===== config.mk =====
export PLATFORM = sky130hd
export DESIGN_NAME = multi_cycle_control
export DESIGN_NICKNAME = d
export VERILOG_FILES = /design/src/rtl/cpu_ctrl_pkg.sv /design/src/rtl/control_output_decode.sv /design/src/rtl/multi_cycle_control.sv
export SDC_FILE = /design/constraint.sdc
export NUM_CORES = 1
export LEC_CHECK = 0
export ABC_AREA = 1
export CORE_UTILIZATION = 34
export DETAILED_ROUTE_END_ITERATION = 8
export HOLD_SLACK_MARGIN = 0.08
export PLACE_DENSITY = 0.73
export SETUP_SLACK_MARGIN = 0.4
export SLEW_MARGIN = 20
export SYNTH_ARGS = -nofsm -noshare
export SYNTH_HDL_FRONTEND = slang
export SYNTH_SLANG_ARGS = --single-unit

===== constraint.sdc =====
create_clock -name CLK -period 1.76 [get_ports CLK]
set_input_delay 0.352 -clock CLK [delete_from_list [all_inputs] [get_ports CLK]]
set_output_delay 0.352 -clock CLK [all_outputs]
set_load 0.01 [all_outputs]

===== src/rtl/cpu_ctrl_pkg.sv =====
// Shared encodings for the multi-cycle CPU control path: opcodes, FSM states,
// ALU operations, PC and register-destination selects, plus opcode class helpers.
package cpu_ctrl_pkg;

    localparam logic [5:0] OP_ADD   = 6'b000000;
    localparam logic [5:0] OP_SUB   = 6'b000001;
    localparam logic [5:0] OP_ADDI  = 6'b000010;
    localparam logic [5:0] OP_OR    = 6'b010000;
    localparam logic [5:0] OP_AND   = 6'b010001;
    localparam logic [5:0] OP_ORI   = 6'b010010;
    localparam logic [5:0] OP_ANDI  = 6'b010011;
    localparam logic [5:0] OP_XOR   = 6'b010100;
    localparam logic [5:0] OP_SLL   = 6'b011000;
    localparam logic [5:0] OP_SLT   = 6'b100110;
    localparam logic [5:0] OP_SLTIU = 6'b100111;
    localparam logic [5:0] OP_SW    = 6'b110000;
    localparam logic [5:0] OP_LW    = 6'b110001;
    localparam logic [5:0] OP_BEQ   = 6'b110100;
    localparam logic [5:0] OP_J     = 6'b111000;
    localparam logic [5:0] OP_JR    = 6'b111001;
    localparam logic [5:0] OP_JAL   = 6'b111010;
    localparam logic [5:0] OP_HALT  = 6'b111111;

    typedef enum logic [2:0] {
        ST_IF     = 3'b000,
        ST_ID     = 3'b001,
        ST_EXE_LS = 3'b010,
        ST_MEM    = 3'b011,
        ST_WB_LD  = 3'b100,
        ST_EXE_BR = 3'b101,
        ST_EXE_AL = 3'b110,
        ST_WB_AL  = 3'b111
    } state_t;

    localparam logic [2:0] ALU_ADD = 3'b000;
    localparam logic [2:0] ALU_SUB = 3'b001;
    localparam logic [2:0] ALU_SLT = 3'b010;
    localparam logic [2:0] ALU_SRL = 3'b011;
    localparam logic [2:0] ALU_SLL = 3'b100;
    localparam logic [2:0] ALU_OR  = 3'b101;
    localparam logic [2:0] ALU_AND = 3'b110;
    localparam logic [2:0] ALU_XOR = 3'b111;

    localparam logic [1:0] PCSRC_SEQ = 2'b00;
    localparam logic [1:0] PCSRC_BR  = 2'b01;
    localparam logic [1:0] PCSRC_JR  = 2'b10;
    localparam logic [1:0] PCSRC_JMP = 2'b11;

    localparam logic [1:0] REGDST_RA = 2'b00;
    localparam logic [1:0] REGDST_RT = 2'b01;
    localparam logic [1:0] REGDST_RD = 2'b10;

    // Opcodes that run through EXE_AL / WB_AL.
    function automatic logic is_alu_op(input logic [5:0] op);
        case (op)
            OP_ADD, OP_SUB, OP_ADDI, OP_OR, OP_AND, OP_ORI, OP_ANDI,
            OP_XOR, OP_SLL, OP_SLT, OP_SLTIU: is_alu_op = 1'b1;
            default:                          is_alu_op = 1'b0;
        endcase
    endfunction

    function automatic logic is_imm_form(input logic [5:0] op);
        case (op)
            OP_ADDI, OP_ORI, OP_ANDI, OP_SLTIU: is_imm_form = 1'b1;
            default:                            is_imm_form = 1'b0;
        endcase
    endfunction

    function automatic logic [2:0] alu_op_for(input logic [5:0] op);
        case (op)
            OP_ADD, OP_ADDI:  alu_op_for = ALU_ADD;
            OP_SUB:           alu_op_for = ALU_SUB;
            OP_SLT, OP_SLTIU: alu_op_for = ALU_SLT;
            OP_SLL:           alu_op_for = ALU_SLL;
            OP_OR, OP_ORI:    alu_op_for = ALU_OR;
            OP_AND, OP_ANDI:  alu_op_for = ALU_AND;
            OP_XOR:           alu_op_for = ALU_XOR;
            default:          alu_op_for = ALU_ADD;
        endcase
    endfunction

endpackage


===== src/rtl/control_output_decode.sv =====
// Combinational decode of the control word from the current state, the
// instruction opcode and the ALU zero flag.
module control_output_decode
    import cpu_ctrl_pkg::*;
(
    input  state_t     state,
    input  logic [5:0] opcode,
    input  logic       zero,
    output logic       PCWre,
    output logic       IRWre,
    output logic       InsMemRW,
    output logic       ALUSrcA,
    output logic       ALUSrcB,
    output logic [2:0] ALUOp,
    output logic       ExtSel,
    output logic       RegWre,
    output logic [1:0] RegDst,
    output logic       WrRegDSrc,
    output logic       DBDataSrc,
    output logic       mRD,
    output logic       mWR,
    output logic [1:0] PCSrc
);

    // Control word per state; everything not named for a state stays 0.
    always_comb begin
        PCWre     = 1'b0;
        IRWre     = 1'b0;
        InsMemRW  = 1'b0;
        ALUSrcA   = 1'b0;
        ALUSrcB   = 1'b0;
        ALUOp     = ALU_ADD;
        ExtSel    = 1'b0;
        RegWre    = 1'b0;
        RegDst    = REGDST_RA;
        WrRegDSrc = 1'b0;
        DBDataSrc = 1'b0;
        mRD       = 1'b0;
        mWR       = 1'b0;
        PCSrc     = PCSRC_SEQ;
        case (state)
            ST_IF: begin
                IRWre    = 1'b1;
                InsMemRW = 1'b1;
            end
            ST_ID: begin
                case (opcode)
                    OP_J: begin
                        PCWre = 1'b1;
                        PCSrc = PCSRC_JMP;
                    end
                    OP_JR: begin
                        PCWre = 1'b1;
                        PCSrc = PCSRC_JR;
                    end
                    OP_JAL: begin
                        PCWre     = 1'b1;
                        PCSrc     = PCSRC_JMP;
                        RegWre    = 1'b1;
                        RegDst    = REGDST_RA;
                        WrRegDSrc = 1'b0;
                    end
                    OP_HALT, OP_BEQ, OP_LW, OP_SW: begin
                    end
                    default: begin
                        // Unrecognised opcodes retire here as a NOP.
                        if (!is_alu_op(opcode)) begin
                            PCWre = 1'b1;
                            PCSrc = PCSRC_SEQ;
                        end else begin
                            PCWre = 1'b0;
                        end
                    end
                endcase
            end
            ST_EXE_AL, ST_WB_AL: begin
                ALUOp   = alu_op_for(opcode);
                ALUSrcA = (opcode == OP_SLL);
                ALUSrcB = is_imm_form(opcode);
                ExtSel  = !((opcode == OP_ORI) || (opcode == OP_ANDI));
                if (state == ST_WB_AL) begin
                    RegWre    = 1'b1;
                    WrRegDSrc = 1'b1;
                    DBDataSrc = 1'b0;
                    PCWre     = 1'b1;
                    PCSrc     = PCSRC_SEQ;
                    RegDst    = is_imm_form(opcode) ? REGDST_RT : REGDST_RD;
                end else begin
                    RegWre = 1'b0;
                end
            end
            ST_EXE_BR: begin
                ALUOp   = ALU_SUB;
                ALUSrcB = 1'b0;
                ExtSel  = 1'b1;
                PCWre   = 1'b1;
                PCSrc   = zero ? PCSRC_BR : PCSRC_SEQ;
            end
            ST_EXE_LS, ST_MEM, ST_WB_LD: begin
                ALUOp   = ALU_ADD;
                ALUSrcB = 1'b1;
                ExtSel  = 1'b1;
                if (state == ST_MEM) begin
                    if (opcode == OP_SW) begin
                        mWR   = 1'b1;
                        PCWre = 1'b1;
                        PCSrc = PCSRC_SEQ;
                    end else begin
                        mRD = 1'b1;
                    end
                end else if (state == ST_WB_LD) begin
                    mRD       = 1'b1;
                    DBDataSrc = 1'b1;
                    WrRegDSrc = 1'b1;
                    RegDst    = REGDST_RT;
                    RegWre    = 1'b1;
                    PCWre     = 1'b1;
                    PCSrc     = PCSRC_SEQ;
                end else begin
                    mRD = 1'b0;
                end
            end
            default: begin
            end
        endcase
    end

endmodule


===== src/rtl/multi_cycle_control.sv =====
// Multi-cycle CPU control unit: state register, next-state sequencing and
// reset gating around the combinational control-word decoder.
module multi_cycle_control
    import cpu_ctrl_pkg::*;
(
    input  logic       CLK,
    input  logic       Reset,
    input  logic [5:0] opcode,
    input  logic       zero,
    output logic [2:0] state,
    output logic       PCWre,
    output logic       IRWre,
    output logic       InsMemRW,
    output logic       ALUSrcA,
    output logic       ALUSrcB,
    output logic [2:0] ALUOp,
    output logic       ExtSel,
    output logic       RegWre,
    output logic [1:0] RegDst,
    output logic       WrRegDSrc,
    output logic       DBDataSrc,
    output logic       mRD,
    output logic       mWR,
    output logic [1:0] PCSrc
);

    state_t     state_r;
    state_t     next_state_s;
    logic       pc_wre_s, ir_wre_s, ins_mem_rw_s, alu_src_a_s, alu_src_b_s;
    logic [2:0] alu_op_s;
    logic       ext_sel_s, reg_wre_s, wr_reg_d_src_s, db_data_src_s;
    logic [1:0] reg_dst_s, pc_src_s;
    logic       m_rd_s, m_wr_s;

    // Next-state sequencing; opcode only matters when leaving ID or MEM.
    always_comb begin
        next_state_s = ST_IF;
        case (state_r)
            ST_IF: next_state_s = ST_ID;
            ST_ID: begin
                case (opcode)
                    OP_J, OP_JR, OP_JAL: next_state_s = ST_IF;
                    OP_HALT:             next_state_s = ST_ID;
                    OP_BEQ:              next_state_s = ST_EXE_BR;
                    OP_LW, OP_SW:        next_state_s = ST_EXE_LS;
                    default:             next_state_s = is_alu_op(opcode) ? ST_EXE_AL : ST_IF;
                endcase
            end
            ST_EXE_AL: next_state_s = ST_WB_AL;
            ST_WB_AL:  next_state_s = ST_IF;
            ST_EXE_BR: next_state_s = ST_IF;
            ST_EXE_LS: next_state_s = ST_MEM;
            ST_MEM: begin
                if (opcode == OP_SW) begin
                    next_state_s = ST_IF;
                end else begin
                    next_state_s = ST_WB_LD;
                end
            end
            ST_WB_LD:  next_state_s = ST_IF;
            default:   next_state_s = ST_IF;
        endcase
    end

    // State register with asynchronous return to IF.
    always_ff @(posedge CLK or posedge Reset) begin
        if (Reset) begin
            state_r <= ST_IF;
        end else begin
            state_r <= next_state_s;
        end
    end

    control_output_decode u_decode (
        .state     (state_r),
        .opcode    (opcode),
        .zero      (zero),
        .PCWre     (pc_wre_s),
        .IRWre     (ir_wre_s),
        .InsMemRW  (ins_mem_rw_s),
        .ALUSrcA   (alu_src_a_s),
        .ALUSrcB   (alu_src_b_s),
        .ALUOp     (alu_op_s),
        .ExtSel    (ext_sel_s),
        .RegWre    (reg_wre_s),
        .RegDst    (reg_dst_s),
        .WrRegDSrc (wr_reg_d_src_s),
        .DBDataSrc (db_data_src_s),
        .mRD       (m_rd_s),
        .mWR       (m_wr_s),
        .PCSrc     (pc_src_s)
    );

    assign state = state_r;

    // Reset forces the whole control word low, including the IF fetch enables.
    always_comb begin
        if (Reset) begin
            PCWre     = 1'b0;
            IRWre     = 1'b0;
            InsMemRW  = 1'b0;
            ALUSrcA   = 1'b0;
            ALUSrcB   = 1'b0;
            ALUOp     = 3'b000;
            ExtSel    = 1'b0;
            RegWre    = 1'b0;
            RegDst    = 2'b00;
            WrRegDSrc = 1'b0;
            DBDataSrc = 1'b0;
            mRD       = 1'b0;
            mWR       = 1'b0;
            PCSrc     = 2'b00;
        end else begin
            PCWre     = pc_wre_s;
            IRWre     = ir_wre_s;
            InsMemRW  = ins_mem_rw_s;
            ALUSrcA   = alu_src_a_s;
            ALUSrcB   = alu_src_b_s;
            ALUOp     = alu_op_s;
            ExtSel    = ext_sel_s;
            RegWre    = reg_wre_s;
            RegDst    = reg_dst_s;
            WrRegDSrc = wr_reg_d_src_s;
            DBDataSrc = db_data_src_s;
            mRD       = m_rd_s;
            mWR       = m_wr_s;
            PCSrc     = pc_src_s;
        end
    end

endmodule


* Word-level counts from Yosys, hierarchy flattened
Cells that the tools add are included.
** Storage, ports and cells
- Register bits :: 3
- Input bits :: 9
- Output and inout port bits :: 21
- Word-level logic and storage cells :: 97
** Cells by class
- Equality and inequality tests :: 24
- Mux-type cells :: 54
- Reduce and logical (&&, ||, !) cells :: 18
** Operators with widths (number)
- $eq A6 B6 Y1 const B :: 9
- $eq A6 B5 Y1 const B :: 6
- $pmux W3 S6 :: 2
- $mux W1 :: 33
- $eq A3 B3 Y1 const B :: 4
- $pmux W2 S2 :: 3
- $pmux W3 S4 :: 1
- $reduce_or A2 Y1 :: 6
- $reduce_or A4 Y1 :: 3
- $reduce_or A11 Y1 :: 1
- $mux W2 :: 5
- $mux W3 :: 3
- $reduce_or A3 Y1 :: 3
- $pmux W1 S2 :: 4
- $reduce_or A7 Y1 :: 1
- $eq A3 B2 Y1 const B :: 2
- $eq A6 B1 Y1 const B :: 1
- $eq A6 B2 Y1 const B :: 1
- $logic_not A6 Y1 :: 1
- $pmux W3 S2 :: 1
- $pmux W1 S4 :: 1
- $eq A3 B1 Y1 const B :: 1
- $logic_not A3 Y1 :: 1
- $pmux W1 S3 :: 1
- other kinds (2) :: 2

* Depth between registers and ports, before layout
Gate-level depths: netlist (run 1).
- Word-level depth :: 9
- Mapped depth :: 8
- Gate-level depth less buffers :: 8

* By module
From an unflattened synthesis (run 1), not the netlist that was laid out.
** Unflattened totals
- Cells, all modules :: 199
- Area total of the unflattened synthesis :: 988.4 um^2
** Modules (own cells, without submodules)
- control_output_decode :: instances 1, cells an instance 103, area each 514.2 um^2, seq. area each 0.0 um^2
- multi_cycle_control :: instances 1, cells an instance 96, area each 474.2 um^2, seq. area each 75.1 um^2

* Least setup slack after synthesis (run 1)
OpenSTA, ideal clock, no wires.
- Path type :: reg-to-output
- Start :: register state_r[1], in the netlist state[1]
- End :: output mRD
- Arrival time :: 1250 ps
- Required time :: 1408 ps
- Setup slack :: 158 ps
- Cell stages (with the launch flop) :: 7
- Buffers on the path :: 1
- Cells stage by stage :: dfrtp_1 clkbuf_2 nor2_1 nand2_1 nor2_1 inv_1 o21ai_0
** On the way
- Cells in the longest elaborated chain, start to end :: 5
- Elaborated cells on any way between the ends :: 8
- Those cells by class :: eq/ne: 3; mux: 4; reduce/logical: 1
** RTL lines
- start: declaration :: RTL line multi_cycle_control.sv:27 : state_t state_r;
- start signal: assignment :: RTL line multi_cycle_control.sv:70 : state_r <= next_state_s;
- $eq A3 B3 Y1 :: RTL line control_output_decode.sv:41, control_output_decode.sv:111
- $mux W1 :: RTL line control_output_decode.sv:111 : end else if (state == ST_WB_LD) begin
- $mux W1 :: RTL line control_output_decode.sv:103 : if (state == ST_MEM) begin
- $mux W1 (*) :: RTL line control_output_decode.sv:41 : case (state)
- $mux W1 (*) :: RTL line multi_cycle_control.sv:98 : if (Reset) begin
- end: declaration :: RTL line multi_cycle_control.sv:22 : output logic mRD,
Every way passes the cells marked *; elsewhere a longest branch is shown, timed or not.

* Worst setup path after layout (run 1)
- Start :: register state_r[1], in the netlist state[1]
- End :: output RegWre
** On the way
- Cells in the longest elaborated chain, start to end :: 5
- Elaborated cells on any way between the ends :: 13
- Those cells by class :: eq/ne: 6; mux: 5; reduce/logical: 2
** RTL lines
- $eq A3 B3 Y1 :: RTL line control_output_decode.sv:41, control_output_decode.sv:111
- $mux W1 :: RTL line control_output_decode.sv:111
- $mux W1 :: RTL line control_output_decode.sv:103
- $pmux W1 S3 (*) :: RTL line control_output_decode.sv:41
- $mux W1 (*) :: RTL line multi_cycle_control.sv:98
- end: declaration :: RTL line multi_cycle_control.sv:18 : output logic RegWre,
Marked as above.

==> flow_metrics.tcl, run 1 <==
set metrics [dict create \
    crit_path_max_fanout 3 \
    timing_worst_slew_pin_value_ns 0.255 \
    routed_wl_um 4900 \
    slowest_delay_ns 0.43 \
    start_kind "flop" \
    synth.top_cell.area_share 0.138 \
    largest_reg_flops 3 \
    peakVddDrop_mv 0.759 \
    setup_viol 14 \
    grt_use_total 0.380 \
    drive_above_1_share 0.749 \
    p_comb_frac 0.844 \
    p_leak_uw 0.000870 \
    grt_max_degree 9 \
    pin_count 30 \
    synthCells 114 \
    wl_per_cell_um 21.1 \
    hold_class "in -> async" \
    crit_path_top_delay_cell "dfrtp_2" \
    grtUsageMet3 0.0480 \
    start_util 0.362 \
    clk_latency_ns 0.24 \
    met2_usage 0.706 \
    synth_area_leaders "nand2_1 14%, dfrtp_1 12%, nor2_1 11%" \
    post_dp_cell_area_um2 1250 \
    syn-num-nets 123 \
    cts_tree "built" \
    finalCriticalPeriod_ns 2.11 \
    viasPerCell 6.19 \
    p_int_uw 957 \
    numClockSinks 3 \
    drt-pass1-iter-count 5 \
    violations "setup timing" \
    die_area_um2 2010 \
    antenna_found_initial 0 \
    die_y_um 44.9 \
    path_class "reg -> out" \
    clockBufferDepth 2 \
    synth.distinct_cells 22 \
    finalCritPeriodShare 1.20 \
    final.setup.worst_slack_ns -0.352 \
    ys_warn_count 0 \
    nets 217 \
    cp-end-kind "primary output" \
    drv_cap 0 \
    p_sw_uw 887 \
    r2r_slack_ns 0.25 \
    port_buffers 29 \
    via_count 1437 \
    clk_pin_slew_ns 0.04 \
    ant_nets 0 \
    cts_buffers 3 \
    clock_power_share 0.071 \
    grt-busiest-layer "met2" \
    die_w_um 44.9 \
    synth.cell_area_um2 624 \
    crit_chain "buf_12 -> nor2_4 -> nand2_2 -> inv_2 -> nand4_1 -> a31oi_2 -> buf_2" \
    crit_buf_inv 3 \
    final_core_util 0.954 \
    dp_slack_ns -0.853 \
    path_delay_family "flip-flops" \
    swShare 0.481 \
    overflow 0 \
    hold_viol_final 0 \
    drt-initial-drc-count 121 \
    grt_pass1_vias 1190 \
    cts_hold_buf 0 \
    use_met1 0.425 \
    hpwl_um 1890 \
    syn_avg_cell_area_um2 5.48 \
    core-area_um2 1730 \
    ys_seq_area_frac 0.120 \
    place_congestion 0.871 \
    row_count 15 \
    slew_violations 0 \
    final_cells 232 \
    cp.required_ns 1.41 \
    pwr-share-seq 0.086 \
    clock_skew_ns 0.00683 \
    status "complete, but fails checks" \
    grt_pass1_wl_um 5520 \
    num_antenna_cells 0 \
    final_area_um2 1650 \
    root_buffer "clkbuf_4" \
    fmax_mhz 473 \
    area_delta_synth_final_pct 164 \
    rsz0062_at_grt "yes" \
    maxSlewHeadroom 0.830 \
    htreeDepth 1 \
    synth-seq-cells 3 \
    power_density_nw_per_um2 1120 \
    fin_hold_ws_ns 0.325 \
    arrival_ns 1.76 \
    synth_area_leader_cell "nand2_1" \
    place_inst 197 \
    drc 0 \
]
cells by family (layout without fill, tap and decap cells):
logic type	count (synthesis)	in the layout	synth area share
buffers and inverters	21	114	0.134
AO/OA/AOI/OAI	12	12	0.128
AND/OR/NAND/NOR	78	78	0.617
flip-flops	3	3	0.120
cells in the mapped netlist:
| library cell | instances |
|---|---|
| a21oi_1 | 4 |
| nor2_4 | 2 |
| nand4_1 | 6 |
| nand3_1 | 14 |
| nor2_1 | 19 |
| nor2_2 | 5 |
| o21ai_0 | 3 |
| nand2_2 | 1 |
| o31ai_2 | 1 |
| nand3_2 | 4 |
| o21ai_2 | 1 |
| buf_4 | 1 |
| inv_2 | 3 |
| buf_1 | 1 |
| o221ai_1 | 1 |
| a21oi_2 | 1 |
| dfrtp_1 | 3 |
| nand2_1 | 23 |
| inv_1 | 15 |
| clkbuf_2 | 1 |
| nor3_1 | 4 |
| a31oi_1 | 1 |
layout by cell type, fill, tap and decap left out, types with 4 or more instances in the layout:
master / netlist / final
buf_4: 1 / 48
buf_2: 0 / 20
buf_6: 0 / 17
nor2_4: 2 / 12
nand2_1: 23 / 12
nand3_1: 14 / 11
nor2_1: 19 / 9
inv_1: 15 / 8
nand2_2: 1 / 8
nand3_2: 4 / 6
inv_2: 3 / 6
nand4_1: 6 / 6
nor2_2: 5 / 5
a21oi_2: 1 / 5
inv_4: 0 / 4
nand2_4: 0 / 4
worst reg2reg max path, delay by kind of cell, from the launching register on:
family | cells | cell delay (ns)
and+or+nand+nor | 4 | 0.41
buffers and inverters | 5 | 0.59
DFF | 1 | 0.39
layer usage:
layer,vias up,wire (µm)
met1,618,1480
met3,79,693
met4,0,580
li1,563,-
met2,177,2150
met5,-,0
power groups by stage:
stage,Sequential (µW),Combinational [µW],Clock (µW)
2_1_floorplan,161,438,0
3_3_place_gp,163,946,0
3_5_place_dp,164,965,0
4_1_cts,150,1210,128
5_1_grt,162,1570,135
6_report,158,1560,131
layout make-up:
class | instances | area (µm²)
fillers | 51 | 78.8
multi-input cells | 90 | 674
repair buffers | 92 | 761
well taps | 25 | 31.3
flip-flops and latches | 3 | 77.6
inverters | 18 | 77.6
clock buffers | 4 | 26.3
stage by stage:
stage	power, µW	TNS, ns
3_5_place_dp	1130	-11.15
4_1_cts	1490	-0.161
2_1_floorplan	599	0
3_3_place_gp	1110	-10.71
5_1_grt	1870	-2.33
6_report	1840	-1.30
final timing paths:
kind / from / to / depth (start not counted)
max in group asynchronous: Reset / state[1] / 3
min reg2reg: state[0] / state[2] / 4
min in group CLK: opcode[3] / state[0] / 7
min: Reset / state[0] / 3
max reg2reg: state[0] / state[2] / 9
max: state[1] / RegWre / 7
what timing repair did:
item,4_1_cts,5_1_grt
pin swaps,23,9
setup buffers,23,8
endpoints found under the hold margin,0,0
setup endpoints to repair,24,21
resized for setup,167,18
(Power assumes the default switching activity.)
==> run 2: changes to the inputs <==
--- a/config.mk
+++ b/config.mk
@@ -6,6 +6,7 @@
 export NUM_CORES = 1
 export LEC_CHECK = 0
 export ABC_AREA = 1
+export CAP_MARGIN = 0
 export CORE_UTILIZATION = 34
 export DETAILED_ROUTE_END_ITERATION = 8
 export HOLD_SLACK_MARGIN = 0.08
==> results of run 2 <==
Final layout, timing and power as in run 1 (identical DEF).
==> run 3: changes to the inputs <==
--- a/config.mk
+++ b/config.mk
@@ -7,6 +7,7 @@
 export LEC_CHECK = 0
 export ABC_AREA = 1
 export CAP_MARGIN = 0
+export CORE_ASPECT_RATIO = 1.1
 export CORE_UTILIZATION = 34
 export DETAILED_ROUTE_END_ITERATION = 8
 export HOLD_SLACK_MARGIN = 0.08
==> flow_metrics.tcl, run 3 <==
set metrics [dict create \
    die_w_um 42.9 \
    yosys-top-cells-count "23 x nand2_1, 19 x nor2_1, 15 x inv_1, 14 x nand3_1, 6 x nand4_1" \
    root_buffer "clkbuf_4" \
    cts_buffers 3 \
    grt_max_degree 8 \
    synth.cell_area_um2 624 \
    status "stopped before the end" \
    post_dp_cell_area_um2 1230 \
    async_flop_share 1.00 \
    worst-ep-kind "output port" \
    row_count 15 \
    failing_step "global routing" \
    tool.error "[ERROR DPL-0038] Utilization greater than 100%, impossible to legalize" \
    die_y_um 46.9 \
    syn_avg_cell_area_um2 5.48 \
    ys.flop_type "dfrtp_1" \
    synth.top_cell.area_share 0.138 \
    synth_area_leader_cell "nand2_1" \
    clockBufferDepth 2 \
    pin_count 30 \
    ys_warn_count 0 \
    synthCells 114 \
    synth.distinct_cells 22 \
    synth_area_leaders "nand2_1 14%, dfrtp_1 12%, nor2_1 11%" \
    postGrtWorstEndpoint "RegWre" \
    synth_most_common_cell "nand2_1" \
    hpwl_um 1890 \
    numClockSinks 3 \
    syn-num-nets 123 \
    port_buffers 29 \
    synth-seq-cells 3 \
    ys_seq_area_frac 0.120 \
    start_util 0.378 \
    place_congestion 0.875 \
    synth_edf_count 0 \
    htreeDepth 1 \
]
==> run 3: cell counts after synthesis <==
No cell type changed its count.
==> run 3: per-stage QoR <==
step           instances  hold WS [ns]  setup WS (ns)
2_1_floorplan        114         0.120          0.298
3_3_place_gp         188         0.667         -0.786
3_5_place_dp         188         0.677         -0.828
4_1_cts              214         0.319        -0.0723
==> run 3: what timing repair did <==
action                                  in CTS
pin swaps                                   21
gates resized for setup                    165
endpoints found under the setup margin      24
cloned                                       1
buffers inserted                            21
hold buffers                                 0
==> run 3: logic make-up after synthesis <==
| kind of cell | Yosys count | share of synthesized area |
|---|---|---|
| and+or+nand+nor | 78 | 0.617 |
| buffers and inverters | 21 | 0.134 |
| AOI/OAI and AO/OA | 12 | 0.128 |
| DFF | 3 | 0.120 |
==> run 4: changes to the inputs <==
--- a/config.mk
+++ b/config.mk
@@ -7,12 +7,10 @@
 export LEC_CHECK = 0
 export ABC_AREA = 1
 export CAP_MARGIN = 0
-export CORE_ASPECT_RATIO = 1.1
-export CORE_UTILIZATION = 34
+export CORE_AREA = 2 2 63 65
 export DETAILED_ROUTE_END_ITERATION = 8
-export HOLD_SLACK_MARGIN = 0.08
-export PLACE_DENSITY = 0.73
-export SETUP_SLACK_MARGIN = 0.4
+export DIE_AREA = 0 0 65 67
+export PLACE_DENSITY_LB_ADDON = 0.15
 export SLEW_MARGIN = 20
 export SYNTH_ARGS = -nofsm -noshare
 export SYNTH_HDL_FRONTEND = slang
==> flow_metrics.tcl, run 4 (synthesis gave the netlist of run 1 again) <==
set metrics [dict create \
    status "complete, but fails checks" \
    violations "setup timing" \
    finalCritPeriodShare 1.01 \
    drt-initial-drc-count 29 \
    grt_pass1_wl_um 4510 \
    place_congestion 0.777 \
    row_count 22 \
    startpoint "state[1]" \
    viasPerCell 4.26 \
    peakVddDrop_mv 0.434 \
    dp_slack_ns -0.818 \
    timing_worst_slew_pin_value_ns 0.280 \
    area_delta_synth_final_pct 143 \
    clk_latency_ns 0.21 \
    drc 0 \
    num_antenna_cells 0 \
    hpwl_um 2020 \
    antenna_found_initial 0 \
    pin_count 30 \
    routed_wl_um 2740 \
    final.setup.worst_slack_ns -0.0262 \
    grt_use_total 0.133 \
    nets 206 \
    hold_class "in -> async" \
    final_cell_mix "44 x buf_4, 16 x nand2_1, 14 x buf_2" \
    reg2reg_from "state[1]" \
    path_class "reg -> out" \
    fin_hold_ws_ns 0.376 \
    p_sw_uw 593 \
    grt_max_degree 9 \
    cts_buffers 3 \
    grt_pass1_vias 1028 \
    rsz0062_at_grt "yes" \
    clock_power_share 0.138 \
    overflow 0 \
    place_inst 225 \
    p_int_uw 853 \
    total_power_uw 1450 \
    fmax_mhz 560 \
    r2r_slack_ns 0.47 \
    via_count 1040 \
    drive_above_1_share 0.622 \
    core-area_um2 3610 \
    pwr-share-seq 0.099 \
    layout_commonest_cell "buf_4" \
    setup_viol 5 \
    maxSlewHeadroom 0.813 \
    die_w_um 65 \
    cp.required_ns 1.41 \
    cp-end-kind "primary output" \
    clockBufferDepth 2 \
    crit_path_max_fanout 4 \
    wl_per_cell_um 11.2 \
    ant_nets 0 \
    p_leak_uw 0.000772 \
    finalCriticalPeriod_ns 1.79 \
    slew_violations 0 \
    arrival_ns 1.43 \
    start_util 0.173 \
    final_cells 244 \
    drt-pass1-iter-count 4 \
    r2r_cells 8 \
    final_core_util 0.420 \
    hold_viol_final 0 \
    clock_skew_ns 0.00155 \
    die_y_um 67 \
    p_comb_frac 0.763 \
    root_buffer "clkbuf_8" \
    port_buffers 29 \
    r2r_end "state[2]" \
    largest_reg_flops 3 \
    numClockSinks 3 \
    cts_tree "built" \
    power_density_nw_per_um2 955 \
    htreeDepth 1 \
    swShare 0.410 \
    drv_cap 0 \
    start_kind "flop" \
    die_area_um2 4360 \
    clk_pin_slew_ns 0.03 \
]
-- run 4: metal layers --
layer / wire (µm) / up-vias / part of all wire / track usage
li1: - / 541 / - / -
met1: 1130 / 471 / 0.41 / 0.156
met2: 1440 / 26 / 0.53 / 0.246
met3: 143 / 2 / 0.052 / 0.0253
met4: 19 / 0 / 0.0069 / 0.0372
met5: 0 / - / 0 / 0
-- run 4: power groups by stage --
| stage | registers (µW) | logic, µW | clock network, µW |
|---|---|---|---|
| after floorplan | 154 | 346 | 0 |
| after global placement | 152 | 909 | 0 |
| after detailed placement | 153 | 904 | 0 |
| after CTS | 142 | 1020 | 207 |
| after global routing | 146 | 1200 | 213 |
| final | 143 | 1100 | 200 |
-- run 4: worst max path at each step --
stage / end / cells past startpoint / slack (ns)
after floorplan: mRD / 6 / 0.16
after detailed placement: PCWre / 8 / -0.82
final: RegDst[0] / 7 / -0.03
after global routing: RegDst[0] / 7 / -0.10
after global placement: mRD / 7 / -0.82
after CTS: RegWre / 7 / -0.05
-- run 4: cell type report --
cell class,instances,area [µm²]
clock buffers,4,45.0
repair buffers,81,643
flip-flops and latches,3,76.3
fillers,381,2090
well taps,48,60.1
inverters,18,75.1
multi-input cells,90,616
-- run 4: stage by stage --
| step | TNS (ns) | area [µm²] |
|---|---|---|
| 2_1_floorplan | 0 | 624 |
| 3_3_place_gp | -11.28 | 1240 |
| 3_5_place_dp | -11.37 | 1240 |
| 4_1_cts | -0.126 | 1380 |
| 5_1_grt | -0.709 | 1520 |
| 6_report | -0.0486 | 1520 |
-- run 4: timing repair --
item                                    CTS  global route
endpoints found under the setup margin   18            16
resized for setup                       124            33
hold buffers                              0             0
pin swaps                                15            19
cloned                                    1             0
setup buffers                             9             5
-- run 4: critical path, cell delays in order, from the launching register on --
cell,delay [ns]
dfrtp_2,0.38
buf_6,0.11
buf_4,0.10
nand2_1,0.07
nor2_1,0.12
inv_2,0.08
o31ai_2,0.18
buf_2,0.17
